--- config.mk ---
export PLATFORM = sky130hd
export DESIGN_NAME = seg7_scan_ctrl
export DESIGN_NICKNAME = d
export VERILOG_FILES = /design/src/rtl/seg7_pkg.sv /design/src/rtl/seg7_lzb_mask.sv /design/src/rtl/seg7_scan_ctrl.sv
export SDC_FILE = /design/constraint.sdc
export NUM_CORES = 1
export LEC_CHECK = 0
export ABC_AREA = 1
export CAP_MARGIN = 10
export CELL_PAD_IN_SITES_DETAIL_PLACEMENT = 1
export CELL_PAD_IN_SITES_GLOBAL_PLACEMENT = 1
export CORE_MARGIN = 3
export CORE_UTILIZATION = 47
export DETAILED_ROUTE_END_ITERATION = 10
export DONT_BUFFER_PORTS = 1
export GPL_TIMING_DRIVEN = 0
export PLACE_DENSITY = 0.9
export SYNTH_ARGS = -nofsm -noshare
export SYNTH_HDL_FRONTEND = slang
export SYNTH_SLANG_ARGS = --single-unit
--- constraint.sdc ---
create_clock -name clk -period 2.2 [get_ports clk]
set_input_delay 0.11 -clock clk [delete_from_list [all_inputs] [get_ports clk]]
set_output_delay 0.11 -clock clk [all_outputs]
set_load 0.05 [all_outputs]
--- src/rtl/seg7_pkg.sv ---
`default_nettype none
// ============================================================================
// Module   : seg7_pkg
// Purpose  : Shared constants and types for the 7-segment scan controller.
//            BCD_W     - width of one BCD digit
//            BCD_BLANK - code the shared decoder renders as all segments off
//            state_t   - scan FSM states
// Revision : 1.0 - initial release
// ============================================================================
package seg7_pkg;

    localparam int          BCD_W     = 4;
    localparam logic [3:0]  BCD_BLANK = 4'hF;

    typedef enum logic [0:0] {
        ST_BLANK = 1'b0,
        ST_DRIVE = 1'b1
    } state_t;

endpackage : seg7_pkg
`default_nettype wire

--- src/rtl/seg7_lzb_mask.sv ---
`default_nettype none
// ============================================================================
// Module   : seg7_lzb_mask
// Purpose  : Leading-zero blanking mask. Digit k (k >= 1) is blanked when it
//            and every more significant digit are zero. Digit 0 is never
//            blanked so a zero value still shows a single "0". Non-BCD codes
//            (A..F) count as nonzero.
// Ports    : i_digits  - packed BCD digits, digit 0 in the low nibble
//            i_lzb_en  - blanking enable
//            o_blank   - per-digit blank flag
// Revision : 1.0 - initial release
// ============================================================================
module seg7_lzb_mask
    import seg7_pkg::*;
#(
    parameter int NUM_DIGITS = 4
) (
    input  logic [BCD_W*NUM_DIGITS-1:0] i_digits,
    input  logic                        i_lzb_en,
    output logic [NUM_DIGITS-1:0]       o_blank
);

    logic w_zero_run;

    // Walk from the most significant digit down; the run of zeros stops at
    // the first nonzero digit.
    always_comb begin
        o_blank    = '0;
        w_zero_run = 1'b1;
        for (int k = NUM_DIGITS - 1; k >= 1; k--) begin
            w_zero_run = w_zero_run && (i_digits[k*BCD_W +: BCD_W] == '0);
            o_blank[k] = i_lzb_en && w_zero_run;
        end
    end

endmodule : seg7_lzb_mask
`default_nettype wire

--- src/rtl/seg7_scan_ctrl.sv ---
`default_nettype none
// ============================================================================
// Module   : seg7_scan_ctrl
// Purpose  : Time-multiplexed scan controller for an N-digit common-anode
//            7-segment display sharing one BCD decoder. Double-buffered digit
//            storage commits at frame boundaries; a blank gap separates
//            digits to avoid ghosting.
// Ports    : clk, rst_n       - clock, async active-low reset
//            en              - scan enable (low = dark)
//            load            - capture digits_in/dp_in into shadow
//            digits_in/dp_in - new display value
//            lzb_en          - leading-zero blanking enable
//            bcd_out         - BCD code to shared decoder (4'hF = blank)
//            an_n            - active-low digit enables
//            dp_out          - decimal point of the driven digit
//            pending         - shadow holds uncommitted data
//            frame_done      - one-cycle pulse per frame end / idle commit
// Revision : 1.0 - initial release
// ============================================================================
module seg7_scan_ctrl
    import seg7_pkg::*;
#(
    parameter int NUM_DIGITS   = 4,
    parameter int REFRESH_DIV  = 50000,
    parameter int BLANK_CYCLES = 500
) (
    input  logic                        clk,
    input  logic                        rst_n,
    input  logic                        en,
    input  logic                        load,
    input  logic [BCD_W*NUM_DIGITS-1:0] digits_in,
    input  logic [NUM_DIGITS-1:0]       dp_in,
    input  logic                        lzb_en,
    output logic [BCD_W-1:0]            bcd_out,
    output logic [NUM_DIGITS-1:0]       an_n,
    output logic                        dp_out,
    output logic                        pending,
    output logic                        frame_done
);

    localparam int c_cnt_max = (REFRESH_DIV > BLANK_CYCLES) ? REFRESH_DIV : BLANK_CYCLES;
    localparam int c_cnt_w   = (c_cnt_max > 1) ? $clog2(c_cnt_max) : 1;
    localparam int c_idx_w   = $clog2(NUM_DIGITS);

    localparam logic [c_cnt_w-1:0] c_drive_tc = c_cnt_w'(REFRESH_DIV - 1);
    localparam logic [c_cnt_w-1:0] c_blank_tc = c_cnt_w'((BLANK_CYCLES > 0) ? BLANK_CYCLES - 1 : 0);
    localparam logic [c_idx_w-1:0] c_last_idx = c_idx_w'(NUM_DIGITS - 1);
    localparam bit                 c_no_blank = (BLANK_CYCLES == 0);

    // Scan state
    state_t                      r_state;
    logic [c_idx_w-1:0]          r_idx;
    logic [c_cnt_w-1:0]          r_cnt;
    // Set while in the lead-in blank after reset or disable: its end starts
    // digit 0 instead of advancing the index.
    logic                        r_first;
    // en was low on the previous edge; an idle commit waits one cycle.
    logic                        r_idle;

    // Buffers
    logic [BCD_W*NUM_DIGITS-1:0] r_sh_dig;
    logic [NUM_DIGITS-1:0]       r_sh_dp;
    logic [BCD_W*NUM_DIGITS-1:0] r_act_dig;
    logic [NUM_DIGITS-1:0]       r_act_dp;
    logic                        r_pending;

    // Registered outputs
    logic [NUM_DIGITS-1:0]       r_an_n;
    logic [BCD_W-1:0]            r_bcd;
    logic                        r_dp;
    logic                        r_frame_done;

    // Next-state wires
    state_t                      w_state_nxt;
    logic [c_idx_w-1:0]          w_idx_nxt;
    logic [c_cnt_w-1:0]          w_cnt_nxt;
    logic                        w_first_nxt;
    logic                        w_slot_end;
    logic                        w_frame_end;
    logic                        w_idle_commit;
    logic                        w_commit;
    logic [BCD_W*NUM_DIGITS-1:0] w_sh_dig_nxt;
    logic [NUM_DIGITS-1:0]       w_sh_dp_nxt;
    logic [BCD_W*NUM_DIGITS-1:0] w_act_dig_nxt;
    logic [NUM_DIGITS-1:0]       w_act_dp_nxt;
    logic                        w_pending_nxt;
    logic                        w_frame_done_nxt;
    logic [NUM_DIGITS-1:0]       w_blank_mask;
    logic [NUM_DIGITS-1:0]       w_an_n_nxt;
    logic [BCD_W-1:0]            w_bcd_nxt;
    logic                        w_dp_nxt;

    // ------------------------------------------------------------------
    // Next-state logic: scan sequencing, commit and buffer updates
    // ------------------------------------------------------------------
    always_comb begin
        w_state_nxt   = r_state;
        w_idx_nxt     = r_idx;
        w_cnt_nxt     = r_cnt;
        w_first_nxt   = r_first;
        w_slot_end    = 1'b0;
        w_frame_end   = 1'b0;
        w_idle_commit = 1'b0;

        if (!en) begin
            w_state_nxt   = ST_BLANK;
            w_idx_nxt     = '0;
            w_cnt_nxt     = '0;
            w_first_nxt   = 1'b1;
            w_idle_commit = r_idle && r_pending;
        end else begin
            case (r_state)
                ST_DRIVE: begin
                    if (r_cnt == c_drive_tc) begin
                        w_cnt_nxt = '0;
                        if (c_no_blank) begin
                            w_slot_end = 1'b1;
                        end else begin
                            w_state_nxt = ST_BLANK;
                        end
                    end else begin
                        w_cnt_nxt = r_cnt + 1'b1;
                    end
                end
                default: begin
                    if (c_no_blank || (r_cnt == c_blank_tc)) begin
                        w_cnt_nxt  = '0;
                        w_slot_end = 1'b1;
                    end else begin
                        w_cnt_nxt = r_cnt + 1'b1;
                    end
                end
            endcase

            if (w_slot_end) begin
                w_state_nxt = ST_DRIVE;
                w_first_nxt = 1'b0;
                if (r_first) begin
                    w_idx_nxt = '0;
                end else if (r_idx == c_last_idx) begin
                    w_idx_nxt   = '0;
                    w_frame_end = 1'b1;
                end else begin
                    w_idx_nxt = r_idx + 1'b1;
                end
            end
        end

        w_commit         = (w_frame_end || w_idle_commit) && r_pending;
        w_frame_done_nxt = w_frame_end || w_idle_commit;

        // Commit reads the old shadow, so a coincident load stays pending.
        w_act_dig_nxt = w_commit ? r_sh_dig : r_act_dig;
        w_act_dp_nxt  = w_commit ? r_sh_dp  : r_act_dp;
        w_sh_dig_nxt  = load ? digits_in : r_sh_dig;
        w_sh_dp_nxt   = load ? dp_in     : r_sh_dp;
        if (load) begin
            w_pending_nxt = 1'b1;
        end else if (w_commit) begin
            w_pending_nxt = 1'b0;
        end else begin
            w_pending_nxt = r_pending;
        end
    end

    // Mask is evaluated on the post-commit value so the first digit of a
    // new frame already shows the new data correctly blanked.
    seg7_lzb_mask #(
        .NUM_DIGITS (NUM_DIGITS)
    ) u_lzb_mask (
        .i_digits   (w_act_dig_nxt),
        .i_lzb_en   (lzb_en),
        .o_blank    (w_blank_mask)
    );

    // Outputs are registered from the next state so they line up exactly
    // with the state they describe.
    always_comb begin
        w_an_n_nxt = '1;
        w_bcd_nxt  = BCD_BLANK;
        w_dp_nxt   = 1'b0;
        if (w_state_nxt == ST_DRIVE) begin
            w_an_n_nxt[w_idx_nxt] = 1'b0;
            w_bcd_nxt = w_blank_mask[w_idx_nxt] ? BCD_BLANK
                                                : w_act_dig_nxt[w_idx_nxt*BCD_W +: BCD_W];
            w_dp_nxt  = w_act_dp_nxt[w_idx_nxt];
        end
    end

    // ------------------------------------------------------------------
    // State and output registers
    // ------------------------------------------------------------------
    always_ff @(posedge clk or negedge rst_n) begin
        if (!rst_n) begin
            r_state      <= ST_BLANK;
            r_idx        <= '0;
            r_cnt        <= '0;
            r_first      <= 1'b1;
            r_idle       <= 1'b0;
            r_sh_dig     <= '0;
            r_sh_dp      <= '0;
            r_act_dig    <= '0;
            r_act_dp     <= '0;
            r_pending    <= 1'b0;
            r_an_n       <= '1;
            r_bcd        <= BCD_BLANK;
            r_dp         <= 1'b0;
            r_frame_done <= 1'b0;
        end else begin
            r_state      <= w_state_nxt;
            r_idx        <= w_idx_nxt;
            r_cnt        <= w_cnt_nxt;
            r_first      <= w_first_nxt;
            r_idle       <= !en;
            r_sh_dig     <= w_sh_dig_nxt;
            r_sh_dp      <= w_sh_dp_nxt;
            r_act_dig    <= w_act_dig_nxt;
            r_act_dp     <= w_act_dp_nxt;
            r_pending    <= w_pending_nxt;
            r_an_n       <= w_an_n_nxt;
            r_bcd        <= w_bcd_nxt;
            r_dp         <= w_dp_nxt;
            r_frame_done <= w_frame_done_nxt;
        end
    end

    assign an_n       = r_an_n;
    assign bcd_out    = r_bcd;
    assign dp_out     = r_dp;
    assign pending    = r_pending;
    assign frame_done = r_frame_done;

endmodule : seg7_scan_ctrl
`default_nettype wire

# == Word-level counts from Yosys, hierarchy flattened ==
# Index checks and enable logic that the tools add are counted.
# Widths: inputs -> output; s select.
# op_classes
order_cmp,2
reduce_logical,14
n_eq_ne,4
muxes,36
shift,1
addsub,2
n_bitwise,1
# ops
op,count
$mux 16,5
$mux 1,20
$add 16x1->16 const B,1
$eq 16x16->1 const B,1
$eq 16x9->1 const B,1
$mux 4,4
$shiftx 16x5->4,1
$logic_not 4->1,3
$logic_and 1x1->1,8
$mux 2,4
$bmux 1 s2,2
$not 4->4,1
$lt 2x3->1 const B,1
$add 2x1->2 const B,1
$demux 1 s2,1
$eq 2x2->1 const B,1
$ge 2x1->1 const B,1
$ne 2x1->1 const B,1
$reduce_bool 2->1,1
$logic_not 1->1,1
$logic_or 1x1->1,1
# word_totals
out_inout_bits,11
elab_cells,74
in_bits,25
ff_bits,72

# == Logic depth before layout (Yosys ltp) ==
# Gate-level depths: netlist (run 1).
# depth
ltp_word,17
ltp_mapped,16
depth_no_buf,16

# == By module ==
# From an unflattened synthesis (run 1), not the netlist that was laid out.
# unflattened
cells_unflattened,409
area_unflattened_um2,3355.7
# by_module_without_submodules
module,area_per_inst_um2,seq_area_each_um2,cells_per_inst,instances
seg7_scan_ctrl,3291.9,1813.0,395,1
seg7_lzb_mask,63.8,0.0,14,1

# == Least setup slack after synthesis (run 1) ==
# No wires, ideal clock.
# synth_timing
kind,register to register
from,"register r_pending, in the netlist pending"
to,"register r_bcd[1], in the netlist bcd_out[1]"
synth_period_minus_slack_ns,1.930
setup_slack_ns,0.270
n_path_buf,2
required_time_ns,2.140
path_stages_with_launch,11
setup_ns,0.060
arrival_ns,1.870
cell_sequence,dfrtp_1 buf_2 nand3_1 nand2_4 nand2_4 buf_6 o21ai_2 nand3_1 nor2_2 nand3_2 nand2_1
# synth_via
elab_chain_cells,13
word_cells_on_any_way,18
cone_classes,shift (1); mux (6); reduce/logical (11)
# synth_rtl
item,line,rtl
from (decl),seg7_scan_ctrl.sv:65,logic r_pending;
from (signal assigned),seg7_scan_ctrl.sv:219,r_pending <= w_pending_nxt;
$logic_and 1x1->1 (*),seg7_scan_ctrl.sv:110,w_idle_commit = r_idle && r_pending;
$mux 1 (*),seg7_scan_ctrl.sv:105,if (!en) begin
$logic_or 1x1->1 (*),--,
named net w_frame_done_nxt,seg7_scan_ctrl.sv:87,logic w_frame_done_nxt;
$logic_and 1x1->1 (*),seg7_scan_ctrl.sv:149,w_commit = (w_frame_end || w_idle_commit) && r_pending;
$mux 16 (*),seg7_scan_ctrl.sv:153,w_act_dig_nxt = w_commit ? r_sh_dig : r_act_dig;
$logic_not 4->1,seg7_lzb_mask.sv:31,w_zero_run = w_zero_run && (i_digits[k*BCD_W +: BCD_W] == '0);
$logic_and 1x1->1 (2 in series),seg7_lzb_mask.sv:31,
$logic_and 1x1->1,seg7_lzb_mask.sv:32,o_blank[k] = i_lzb_en && w_zero_run;
$bmux 1 s2,seg7_scan_ctrl.sv:184,w_bcd_nxt = w_blank_mask[w_idx_nxt] ? BCD_BLANK
$mux 1 (implied by the code),seg7_scan_ctrl.sv:184,
$mux 4 (*),seg7_scan_ctrl.sv:184,
$mux 4 (*),seg7_scan_ctrl.sv:182,if (w_state_nxt == ST_DRIVE) begin
named net w_bcd_nxt[1],seg7_scan_ctrl.sv:90,logic [BCD_W-1:0] w_bcd_nxt;
to (signal assigned),seg7_scan_ctrl.sv:221,r_bcd <= w_bcd_nxt;
to (decl),seg7_scan_ctrl.sv:69,logic [BCD_W-1:0] r_bcd;
# The timed path passes the listed nets; every way through them passes the cells marked *. The select of a mux whose other input is x is not followed.
# A chain may end at the register's enable or synchronous reset.

# == Final worst setup path (run 1) ==
# layout_timing
from,register r_cnt[0]
to,"register r_bcd[1], in the netlist bcd_out[1]"
# layout_via
word_cells_on_any_way,29
cone_classes,eq/ne (2); shift (1); mux (16); reduce/logical (10)
# layout_lines
item,line,rtl
from (decl),seg7_scan_ctrl.sv:53,logic [c_cnt_w-1:0] r_cnt;
from (signal assigned),seg7_scan_ctrl.sv:212,r_cnt <= w_cnt_nxt;
$eq 16x9->1,seg7_scan_ctrl.sv:126,if (c_no_blank || (r_cnt == c_blank_tc)) begin
$mux 1,seg7_scan_ctrl.sv:126,
$mux 1,seg7_scan_ctrl.sv:112,case (r_state)
$mux 1,seg7_scan_ctrl.sv:105,
$mux 1,seg7_scan_ctrl.sv:135,if (w_slot_end) begin
$mux 1,seg7_scan_ctrl.sv:105,
$logic_or 1x1->1,--,
named net w_frame_done_nxt,seg7_scan_ctrl.sv:87,
[2 not listed],--,
named net u_lzb_mask.i_digits[4],seg7_lzb_mask.sv:18,"input logic [BCD_W*NUM_DIGITS-1:0] i_digits,"
$logic_not 4->1,seg7_lzb_mask.sv:31,
$logic_and 1x1->1,seg7_lzb_mask.sv:31,
$logic_and 1x1->1,seg7_lzb_mask.sv:32,
$bmux 1 s2,seg7_scan_ctrl.sv:184,
$mux 1 (implied by the code),seg7_scan_ctrl.sv:184,
$mux 4,seg7_scan_ctrl.sv:184,
$mux 4,seg7_scan_ctrl.sv:182,
named net w_bcd_nxt[1],seg7_scan_ctrl.sv:90,
# The timed path passes the listed nets, and every way through them passes these cells. The select of a mux whose other input is x is not followed.

==> results of run 1 <==
## where the power goes
part / internal (mW) / leakage [nW] / switching [mW]
clock: 0.454 / 0.0899 / 0.574
sequential: 1.44 / 0.896 / 0.0740
combinational: 0.186 / 0.886 / 0.309
total: 2.08 / 1.87 / 0.957
## registers in the layout, indices dropped and copies added, names as in the netlist
register    count
an_n            4
r_idle          1
r_sh_dig       16
r_first         1
bcd_out         4
r_cnt          16
pending         1
r_act_dp        4
dp_out          1
r_sh_dp         4
frame_done      1
r_idx           2
r_state         1
r_act_dig      16
## routing by layer
| layer | vias to the layer above | global-route usage | part of all wire |
|---|---|---|---|
| li1 | 1254 | - | - |
| met1 | 1417 | 0.268 | 0.37 |
| met3 | 34 | 0.0764 | 0.040 |
| met4 | 0 | 0.0893 | 0.031 |
| met2 | 78 | 0.427 | 0.56 |
| met5 | - | 0 | 0 |
## what timing repair did
action	CTS	global route
pin swaps	1	17
gates cloned	0	2
setup endpoints to repair	9	15
gates resized for setup	3	53
hold buffers	24	0
hold endpoints to repair	95	0
buffers inserted	1	5
## layout by cell type (no fill, tap or decap), types with 9 or more instances in the layout
| master | instances |
|---|---|
| o21ai_1 | 9 |
| nand2_2 | 11 |
| dfstp_2 | 9 |
| o21ai_0 | 16 |
| nand2_1 | 100 |
| dlygate4sd3_1 | 23 |
| nor2_1 | 31 |
| dfrtp_1 | 62 |
| clkbuf_8 | 10 |
| inv_1 | 38 |
| nand3_1 | 20 |
## stage by stage
step                      instances  cell area (um^2)  power (mW)  TNS (ns)  setup WS [ns]
after global placement          449              3290        1.77   -0.0279        -0.0279
after detailed placement        449              3290        1.80    -0.210        -0.0507
after floorplan                 372              3190        1.71         0          0.270
final                           497              4050        3.04   -0.0239        -0.0135
after global routing            497              4050        3.18    -0.475         -0.125
after CTS                       490              3750        2.86         0         0.0152
## worst max-delay path, cell delays in order, from the launching register on
cell and delay, ns:
dfrtp_1 0.41, ha_4 0.17, inv_2 0.03, nor2_1 0.07
nand2_1 0.09, nor2_4 0.17, nand3_4 0.12, nand2_8 0.11
nand2_8 0.08, buf_12 0.16, nand2_4 0.07, nand2_4 0.06
nor2_4 0.14, nand3_2 0.11, nand2_2 0.12, nand3_4 0.12
nand2_2 0.11
## final timing paths
path,endpoint,cells after the start,from,slack [ns]
max,bcd_out[1],16,r_cnt[0],-0.01
min,r_idx[0],2,en,0.03
max reg2reg,bcd_out[1],16,r_cnt[0],-0.01
min reg2reg,r_sh_dig[6],2,r_sh_dig[6],0.49
max in group asynchronous,an_n[3],2,rst_n,1.58
min in group asynchronous,r_act_dig[10],2,rst_n,0.28
## cell families (layout without fill, tap and decap cells)
kind of cell               count (synthesis)  after routing  synth area share
and+or+nand+nor                          198            199             0.268
DFF                                       72             72             0.568
xor gates and xnor gates                   4              4            0.0110
buffers and inverters                     52             99            0.0647
adders and majority gates                  2              2           0.00784
AOI/OAI and AO/OA                         44             44            0.0800
## layout make-up
cell class,count,share of cell area
flip-flops and latches,72,0.448
multi-input cells,249,0.340
repair buffers,31,0.0841
inverters,43,0.0399
clock buffers,10,0.0340
well taps,77,0.0238
plain buffers,9,0.0179
clock inverters,6,0.0124
==> results.tsv, run 1 <==
stage	metric	value	unit
status	status	finished with violations	
status	violations	negative setup slack	
layout	n_fill_cell	723	
setup_path	cp_max_fo	5	
timing	worst_pin_slew	0.529	ns
die	start_util	0.494	
cts	clock_sinks	72	
die	rows	29	
cts	clkTransAtPathRegs	0.08	ns
die	io_pins	36	
synth	syn-cell-area	3190	um^2
synth	ys.flop_type	dfrtp_1	
die	die_y	88.4	um
timing	setup_ws	-0.0135	ns
die	die_w	88.4	um
timing	max_freq	452	MHz
die	dieArea	7810	um^2
run	max_cap_viol_count	0	
cts	clock_latency	0.37	ns
route	drt_first_pass_iters	4	
global_routing	grtUsageTotal	0.240	
placement	io_buffers	0	
synth	synth_area_leaders	dfrtp_1 (49%), nand2_1 (13%), dfstp_2 (7.4%)	
timing	final.period_utilization	1.01	
synth	synthArstFlopShare	1.00	
worst_hold_path	hold_path_class	primary input to flip-flop	
route	drt_iter0_drc	160	
layout	diodes	0	
route	ant_nets	0	
route	drt-total-wl	9980	um
cts	htreeDepth	3	
timing	max-slew-margin-rel	0.648	
route	viasPerCell	5.60	
synth	ys_seq_elements	72	
setup_path	required	2.50	ns
setup_path	start_kind	flip-flop	
layout	multiInputGateArea	1370	um^2
power	ir_drop	0.496	mV
timing	layout_min_cycle_time	2.21	ns
cts	numCtsBuffers	9	
setup_path	cp_data_arrival_time	2.51	ns
layout	nets	442	
setup_path	path_class	flip-flop to flip-flop	
layout	seq_area	1810	um^2
global_routing	grt_pass1_wl	13900	um
cts	cts-root-buf	clkbuf_8	
route	wl_per_cell	20.1	um
layout	area_delta_synth_final	26.8	%
route	drc	0	
synth	synth_nets	399	
global_routing	grt_pass1_vias	2893	
route	via_count	2783	
synth	syn_inst	372	
synth	synth_cell_types	32	
layout	layout-drive-gt1-share	0.207	
timing	rsz0062_at_grt	true	
synth	syn_avg_cell_area	8.58	um^2
setup_path	endpoint_kind	flip-flop	
global_routing	grt_max_degree	73	
timing	drv_slew	0	
synth	synthTopCellsByCount	nand2_1 (113), dfrtp_1 (63), inv_1 (39), nor2_1 (37), nand3_1 (22)	
timing	hold_ws	0.0266	ns
synth	synth_edf_count	0	
global_routing	overflow	0	
global_routing	antenna_found_initial	0	
power	leakagePower	1.87	nW
cts	cts_tree	done	
timing	fin_skew	0.0207	ns
synth	synth-seq-area-share	0.568	
timing	setup_violations	2	
layout	final_util	0.627	
synth	synth_largest_area_cell	dfrtp_1	
synth	yosysMostFrequentCell	nand2_1	
synth	synth_warnings	0	
power	pwr_density_cell	750	nW/um^2
timing	finalHoldViolations	0	
placement	hpwlAfterDp	5370	um
synth	yosysTopAreaCellShare	0.494	
placement	place_congestion	0.840	
die	core-area	6460	um^2
cts	cts_buffer_depth	2	
No activity file was read; power rests on OpenSTA's default activity.
==> run 2: changes to the inputs <==
--- a/config.mk
+++ b/config.mk
@@ -5,16 +5,15 @@
 export SDC_FILE = /design/constraint.sdc
 export NUM_CORES = 1
 export LEC_CHECK = 0
-export ABC_AREA = 1
 export CAP_MARGIN = 10
 export CELL_PAD_IN_SITES_DETAIL_PLACEMENT = 1
 export CELL_PAD_IN_SITES_GLOBAL_PLACEMENT = 1
 export CORE_MARGIN = 3
-export CORE_UTILIZATION = 47
+export CORE_UTILIZATION = 51
 export DETAILED_ROUTE_END_ITERATION = 10
 export DONT_BUFFER_PORTS = 1
 export GPL_TIMING_DRIVEN = 0
-export PLACE_DENSITY = 0.9
+export PLACE_DENSITY = 0.91
 export SYNTH_ARGS = -nofsm -noshare
 export SYNTH_HDL_FRONTEND = slang
 export SYNTH_SLANG_ARGS = --single-unit
==> run 2 against run 1 <==
Die area shrank 8.4%. Largest cell class unchanged. Largest power group unchanged. Utilization is 15 points higher. Fmax fell by 28%. The run still ends with negative setup slack left. Combinational power rose by 16%. Synthesized area down 1.3%. Via count down 0.14%. Critical endpoint is now bcd_out[2]. Register-to-register slack lost 0.85 ns. Non-clock buffer count rose by 25. Clock skew about the same.
==> results.tsv, run 2 <==
stage	metric	value	unit
route	wl_per_cell	37.0	um
timing	setup_ws	-0.865	ns
synth	synthTopCellsByCount	dfrtp_1 (63), mux2_2 (40), nor2_1 (27), nand2_1 (11), nand3_1 (11)	
cts	clock_latency	0.39	ns
timing	worst_pin_slew	0.860	ns
global_routing	overflow	0	
route	viasPerCell	6.96	
worst_hold_path	hp-start	lzb_en	
layout	nets	349	
synth	synth_edf_count	0	
layout	area_delta_synth_final	41.8	%
timing	max_freq	326	MHz
setup_path	rr_endpoint	bcd_out[2]	
run	max_cap_viol_count	0	
die	io_pins	36	
layout	final_common_cell	dfrtp_1	
setup_path	cp_max_fo	5	
power	pwr_density_cell	762	nW/um^2
synth	ys_seq_elements	72	
synth	yosysTopAreaCellShare	0.500	
route	via_count	2779	
synth	syn-cell-area	3150	um^2
layout	final_cell_mix	dfrtp_1 (62), mux2_2 (23), nor2_1 (22), dlygate4sd3_1 (22), buf_4 (22)	
die	die_y	84.6	um
synth	synth_nets	279	
placement	placed_cells	324	
synth	syn_inst	252	
route	drt-total-wl	14800	um
die	dieArea	7160	um^2
timing	layout_min_cycle_time	3.07	ns
layout	layout-drive-gt1-share	0.450	
timing	fin_skew	0.0209	ns
synth	synthArstFlopShare	1.00	
timing	hold_ws	0.261	ns
cts	htreeDepth	3	
route	drc	0	
timing	final.period_utilization	1.39	
timing	max-slew-margin-rel	0.426	
layout	n_fill_cell	477	
setup_path	r2r_cells	8	
setup_path	path_class	flip-flop to flip-flop	
timing	rsz0062_at_grt	true	
synth	synth-seq-area-share	0.575	
worst_hold_path	min_path_cells	4	
synth	yosysMostFrequentCell	dfrtp_1	
power	ir_drop	0.714	mV
timing	fin_setup_tns	-17.97	ns
global_routing	grtUsageTotal	0.334	
global_routing	grt_pass1_wl	17300	um
layout	final_util	0.778	
setup_path	cp_data_arrival_time	3.35	ns
cts	clkTransAtPathRegs	0.09	ns
power	leakagePower	1.95	nW
route	ant_nets	0	
placement	hpwlAfterDp	4890	um
global_routing	grt_max_degree	73	
route	drt_first_pass_iters	5	
synth	synth_cell_types	47	
status	violations	negative setup slack	
placement	io_buffers	0	
die	die_w	84.6	um
setup_path	start_kind	flip-flop	
setup_path	r2r_setup_slack	-0.87	ns
cts	cts-root-buf	clkbuf_8	
die	core-area	5740	um^2
cts	clock_sinks	72	
cts	cts_buffer_depth	2	
die	rows	27	
setup_path	r2r_start	r_cnt[2]	
timing	drv_slew	0	
worst_hold_path	min_to	bcd_out[3]	
synth	syn_avg_cell_area	12.5	um^2
worst_hold_path	hold_path_class	primary input to flip-flop	
synth	ys.flop_type	dfrtp_1	
layout	diodes	0	
global_routing	grt_pass1_vias	2790	
setup_path	endpoint_kind	flip-flop	
layout	final_cell_count_no_fill	399	
layout	reg_top3	r_act_dig x16, r_cnt x16, r_sh_dig x16	
timing	finalHoldViolations	0	
timing	setup_violations	49	
status	status	finished with violations	
synth	synth_warnings	0	
die	start_util	0.549	
setup_path	required	2.49	ns
cts	cts_tree	done	
synth	synth_largest_area_cell	dfrtp_1	
global_routing	antenna_found_initial	0	
placement	place_congestion	0.785	
cts	numCtsBuffers	9	
synth	synth_area_leaders	dfrtp_1 (50%), mux2_2 (14%), dfstp_2 (7.5%)	
route	drt_iter0_drc	328	
==> run 2: changes by cell type after synthesis, moves of 5 or more <==
cell	delta
nand2_1	-102
mux2_2	+40
inv_1	-33
o21ai_0	-14
nand3_1	-11
nor2_1	-10
o21ai_1	-9
a21oi_1	-6
mux2i_1	+6
xor2_1	+6
nand2_2	-5
nor4_1	+5
o21ai_2	-5
==> run 2: through the flow <==
stage               power, mW  setup WS [ns]  area [um^2]
CTS                      3.14         -0.435         4080
global placement         1.82         -0.738         3290
global route             3.47         -0.814         4470
detailed placement       1.84         -0.810         3290
floorplan                1.76         -0.363         3200
finish                   3.40         -0.865         4470
==> run 2: worst max path at each step <==
stage	end	slack [ns]	startpoint
2_1_floorplan	dp_out	-0.36	r_cnt[11]
3_3_place_gp	bcd_out[0]	-0.74	r_cnt[11]
3_5_place_dp	bcd_out[0]	-0.81	r_cnt[11]
4_1_cts	bcd_out[2]	-0.44	r_cnt[11]
5_1_grt	bcd_out[1]	-0.81	r_cnt[2]
6_report	bcd_out[2]	-0.87	r_cnt[2]
==> run 2: timing repair <==
item	in CTS	in global routing
pin swaps	10	13
buffers inserted	15	18
setup endpoints to repair	48	42
gates resized for setup	42	46
gates cloned	2	1
endpoints found under the hold margin	92	0
hold buffers	23	0
==> run 2: critical path: stages, from the launching register on <==
cell and delay (ns):
dfrtp_1 0.49, nor3_1 0.67, nand3b_4 0.24, o41ai_4 0.34, buf_6 0.23, buf_12 0.15, mux2_4 0.35, a221oi_4 0.32
o211ai_1 0.18
==> run 2: per-layer routing <==
layer  track usage  up-vias  part of all wire
li1              -     1054                 -
met1         0.392     1398              0.35
met2         0.572      238              0.49
met3        0.0942       89             0.078
met4         0.141        0             0.081
met5             0        -                 0
==> run 2: kinds of logic (layout without fill, tap and decap cells) <==
group,after synthesis,after routing,share of synthesized area
simple gates,80,81,0.135
buf+inv,13,87,0.0171
mux,46,46,0.162
fa+ha+maj,2,2,0.00794
compound gates,25,25,0.0639
flops,72,72,0.575
xor+xnor,14,14,0.0389
==> run 2: power breakdown <==
group | switching, mW | internal, mW | leakage (nW)
clock network | 0.600 | 0.645 | 0.103
logic | 0.293 | 0.280 | 0.976
registers | 0.134 | 1.45 | 0.874
==> run 2: area by class of cell <==
| cell class | instances | area (um^2) | area share |
|---|---|---|---|
| buffer | 7 | 65.1 | 0.0146 |
| multi-input combinational | 168 | 1650 | 0.369 |
| clock inverter | 6 | 92.6 | 0.0207 |
| sequential | 72 | 1810 | 0.406 |
| inverter | 6 | 25.0 | 0.00560 |
| tap | 72 | 90.1 | 0.0202 |
| timing repair buffer | 58 | 607 | 0.136 |
| clock buffer | 10 | 128 | 0.0286 |
==> run 3: changes to the inputs <==
--- a/config.mk
+++ b/config.mk
@@ -14,6 +14,7 @@
 export DONT_BUFFER_PORTS = 1
 export GPL_TIMING_DRIVEN = 0
 export PLACE_DENSITY = 0.91
+export RECOVER_POWER = 50
 export SYNTH_ARGS = -nofsm -noshare
 export SYNTH_HDL_FRONTEND = slang
 export SYNTH_SLANG_ARGS = --single-unit
==> run 3 against run 2 <==
The flow finishes with violations (max-capacitance violations, max-slew violations, negative setup slack). First-iteration DRC count grew 2.7%. Fmax rose by 1.5%. Global-route usage unchanged. Flip-flop and latch count unchanged. Critical path type unchanged. Largest cell class unchanged. Highest routed layer unchanged.
==> results.tsv, run 3 (same netlist as run 2, synthesis figures left out) <==
stage	metric	value	unit
timing	setup_violations	49	
layout	n_fill_cell	479	
timing	max-slew-margin-rel	-0.174	
run	max_cap_viol_count	1	
status	status	finished with violations	
die	core-area	5740	um^2
layout	area_delta_synth_final	41.1	%
setup_path	critPathLaunch	r_cnt[2]	
global_routing	grtUsageTotal	0.334	
global_routing	grt_pass1_wl	17300	um
route	top_layer_used	met4	
setup_path	path_delay_family	simple AND/OR/NAND/NOR gates	
route	drt_iter0_drc	337	
placement	placed_area	3290	um^2
setup_path	crit_buf_inv	2	
timing	fin_setup_tns	-17.05	ns
layout	final_cell_mix	dfrtp_1 (62), mux2_2 (23), nor2_1 (22), dlygate4sd3_1 (22), buf_4 (22)	
setup_path	cp_max_fo	5	
power	clkPwrFrac	0.366	
worst_hold_path	hp-start	lzb_en	
power	p_int	2.37	mW
route	dr_wl_met3	1210	um
layout	nets	349	
layout	reg_top3	r_act_dig x16, r_cnt x16, r_sh_dig x16	
die	die_y	84.6	um
timing	setup_ws	-0.820	ns
timing	fin_skew	0.0212	ns
cts	cts-root-buf	clkbuf_8	
layout	stdcell_area	4450	um^2
timing	final.period_utilization	1.37	
setup_path	start_kind	flip-flop	
die	die_w	84.6	um
power	switchingPower	1.02	mW
timing	layout_min_cycle_time	3.02	ns
route	viasPerCell	7.05	
cts	clkTransAtPathRegs	0.09	ns
setup_path	crit_slowest_cell	nor3_1	
power	seqPwrFrac	0.467	
route	wl_per_cell	37.0	um
route	ant_nets	0	
setup_path	max_stage_delay	0.66	ns
placement	placed_cells	324	
timing	worst_pin_slew	1.76	ns
power	swShare	0.302	
setup_path	cp_data_arrival_time	3.31	ns
setup_path	path_class	flip-flop to flip-flop	
timing	max_freq	331	MHz
placement	place_congestion	0.785	
setup_path	endpoint_kind	flip-flop	
route	dr_wl_met2	7220	um
timing	hold_ws	0.278	ns
die	rows	27	
timing	finalHoldViolations	0	
global_routing	grt_max_degree	73	
layout	final_common_cell	dfrtp_1	
die	io_pins	36	
layout	layout-drive-gt1-share	0.450	
power	p_comb_frac	0.167	
worst_hold_path	hold_path_class	primary input to flip-flop	
route	drc	0	
placement	hpwlAfterDp	4890	um
layout	final_cell_count_no_fill	399	
route	route.layer.met1.wl	5070	um
cts	cts_buffer_depth	2	
timing	rsz0062_at_grt	true	
setup_path	required	2.49	ns
power	pwr_density_cell	764	nW/um^2
layout	diodes	0	
cts	clock_sinks	72	
timing	drv_slew	73	
cts	numCtsBuffers	9	
global_routing	grt_pass1_vias	2790	
die	start_util	0.549	
global_routing	overflow	0	
die	dieArea	7160	um^2
power	ir_drop	0.716	mV
route	via_count	2812	
route	drt_first_pass_iters	5	
cts	clock_latency	0.39	ns
status	violations	max-capacitance violations, max-slew violations, negative setup slack	
cts	htreeDepth	3	
cts	cts_tree	done	
power	leakagePower	1.95	nW
placement	io_buffers	0	
route	drt-total-wl	14800	um
global_routing	antenna_found_initial	0	
setup_path	crit_chain	nor3_1, nand3b_4, o41ai_4, buf_6, buf_12, mux2_4, a221oi_4, o211ai_1	
layout	final_util	0.774	
setup_path	r2r_start	r_cnt[2]	
## run 3: cell types whose count changed in the layout (fill, tap and decap cells not counted)
cell and delta:
clkbuf_2 +1, buf_16 -1
## run 3: through the flow
stage,setup WS [ns],total power [mW]
CTS,-0.435,3.14
global placement,-0.738,1.82
global route,-0.814,3.46
finish,-0.820,3.40
floorplan,-0.363,1.76
detailed placement,-0.810,1.84
## run 3: worst register-to-register path, delay by kind of cell (launching register included)
family	cells	cell delay (ns)
AND/OR/NAND/NOR	2	0.90
flip-flops	1	0.49
buffers and inverters	2	0.39
multiplexers	1	0.36
AO/OA/AOI/OAI	3	0.82
## run 3: routing by layer
layer  global-route usage  vias to the layer above
li1                     -                     1051
met1                0.392                     1405
met2                0.572                      254
met3               0.0942                      102
met4                0.141                        0
met5                    0                        -
## run 3: power by group through the flow
stage	logic [mW]	clock network, mW	registers (mW)
floorplan	0.228	0	1.53
global placement	0.269	0	1.55
detailed placement	0.287	0	1.56
CTS	0.414	1.18	1.55
global route	0.574	1.29	1.59
finish	0.568	1.24	1.59
## run 3: what timing repair did
| action | 4_1_cts | 5_1_grt |
|---|---|---|
| setup endpoints to repair | 48 | 42 |
| hold buffers | 23 | 0 |
| resized for setup | 42 | 46 |
| pin swaps | 10 | 13 |
| buffers inserted | 15 | 18 |
| endpoints found under the hold margin | 92 | 0 |
| cloned | 2 | 1 |
## run 3: path summary, 6_finish.rpt
| check | to | slack, ns | cells after the start |
|---|---|---|---|
| max | bcd_out[2] | -0.82 | 8 |
| min | bcd_out[1] | 0.28 | 4 |
| max reg2reg | bcd_out[2] | -0.82 | 8 |
| min reg2reg | r_sh_dig[3] | 0.53 | 1 |
| max in group asynchronous | r_cnt[1] | 0.27 | 2 |
| min in group asynchronous | r_act_dig[14] | 0.76 | 2 |
## run 3: final cells by class
type | count | area, um^2 | area share
plain buffers | 7 | 65.1 | 0.0146
clock buffers | 10 | 128 | 0.0287
clock inverters | 6 | 92.6 | 0.0208
inverters | 6 | 25.0 | 0.00563
multi-input cells | 168 | 1650 | 0.370
flip-flops and latches | 72 | 1810 | 0.408
well taps | 72 | 90.1 | 0.0203
repair buffers | 58 | 584 | 0.131
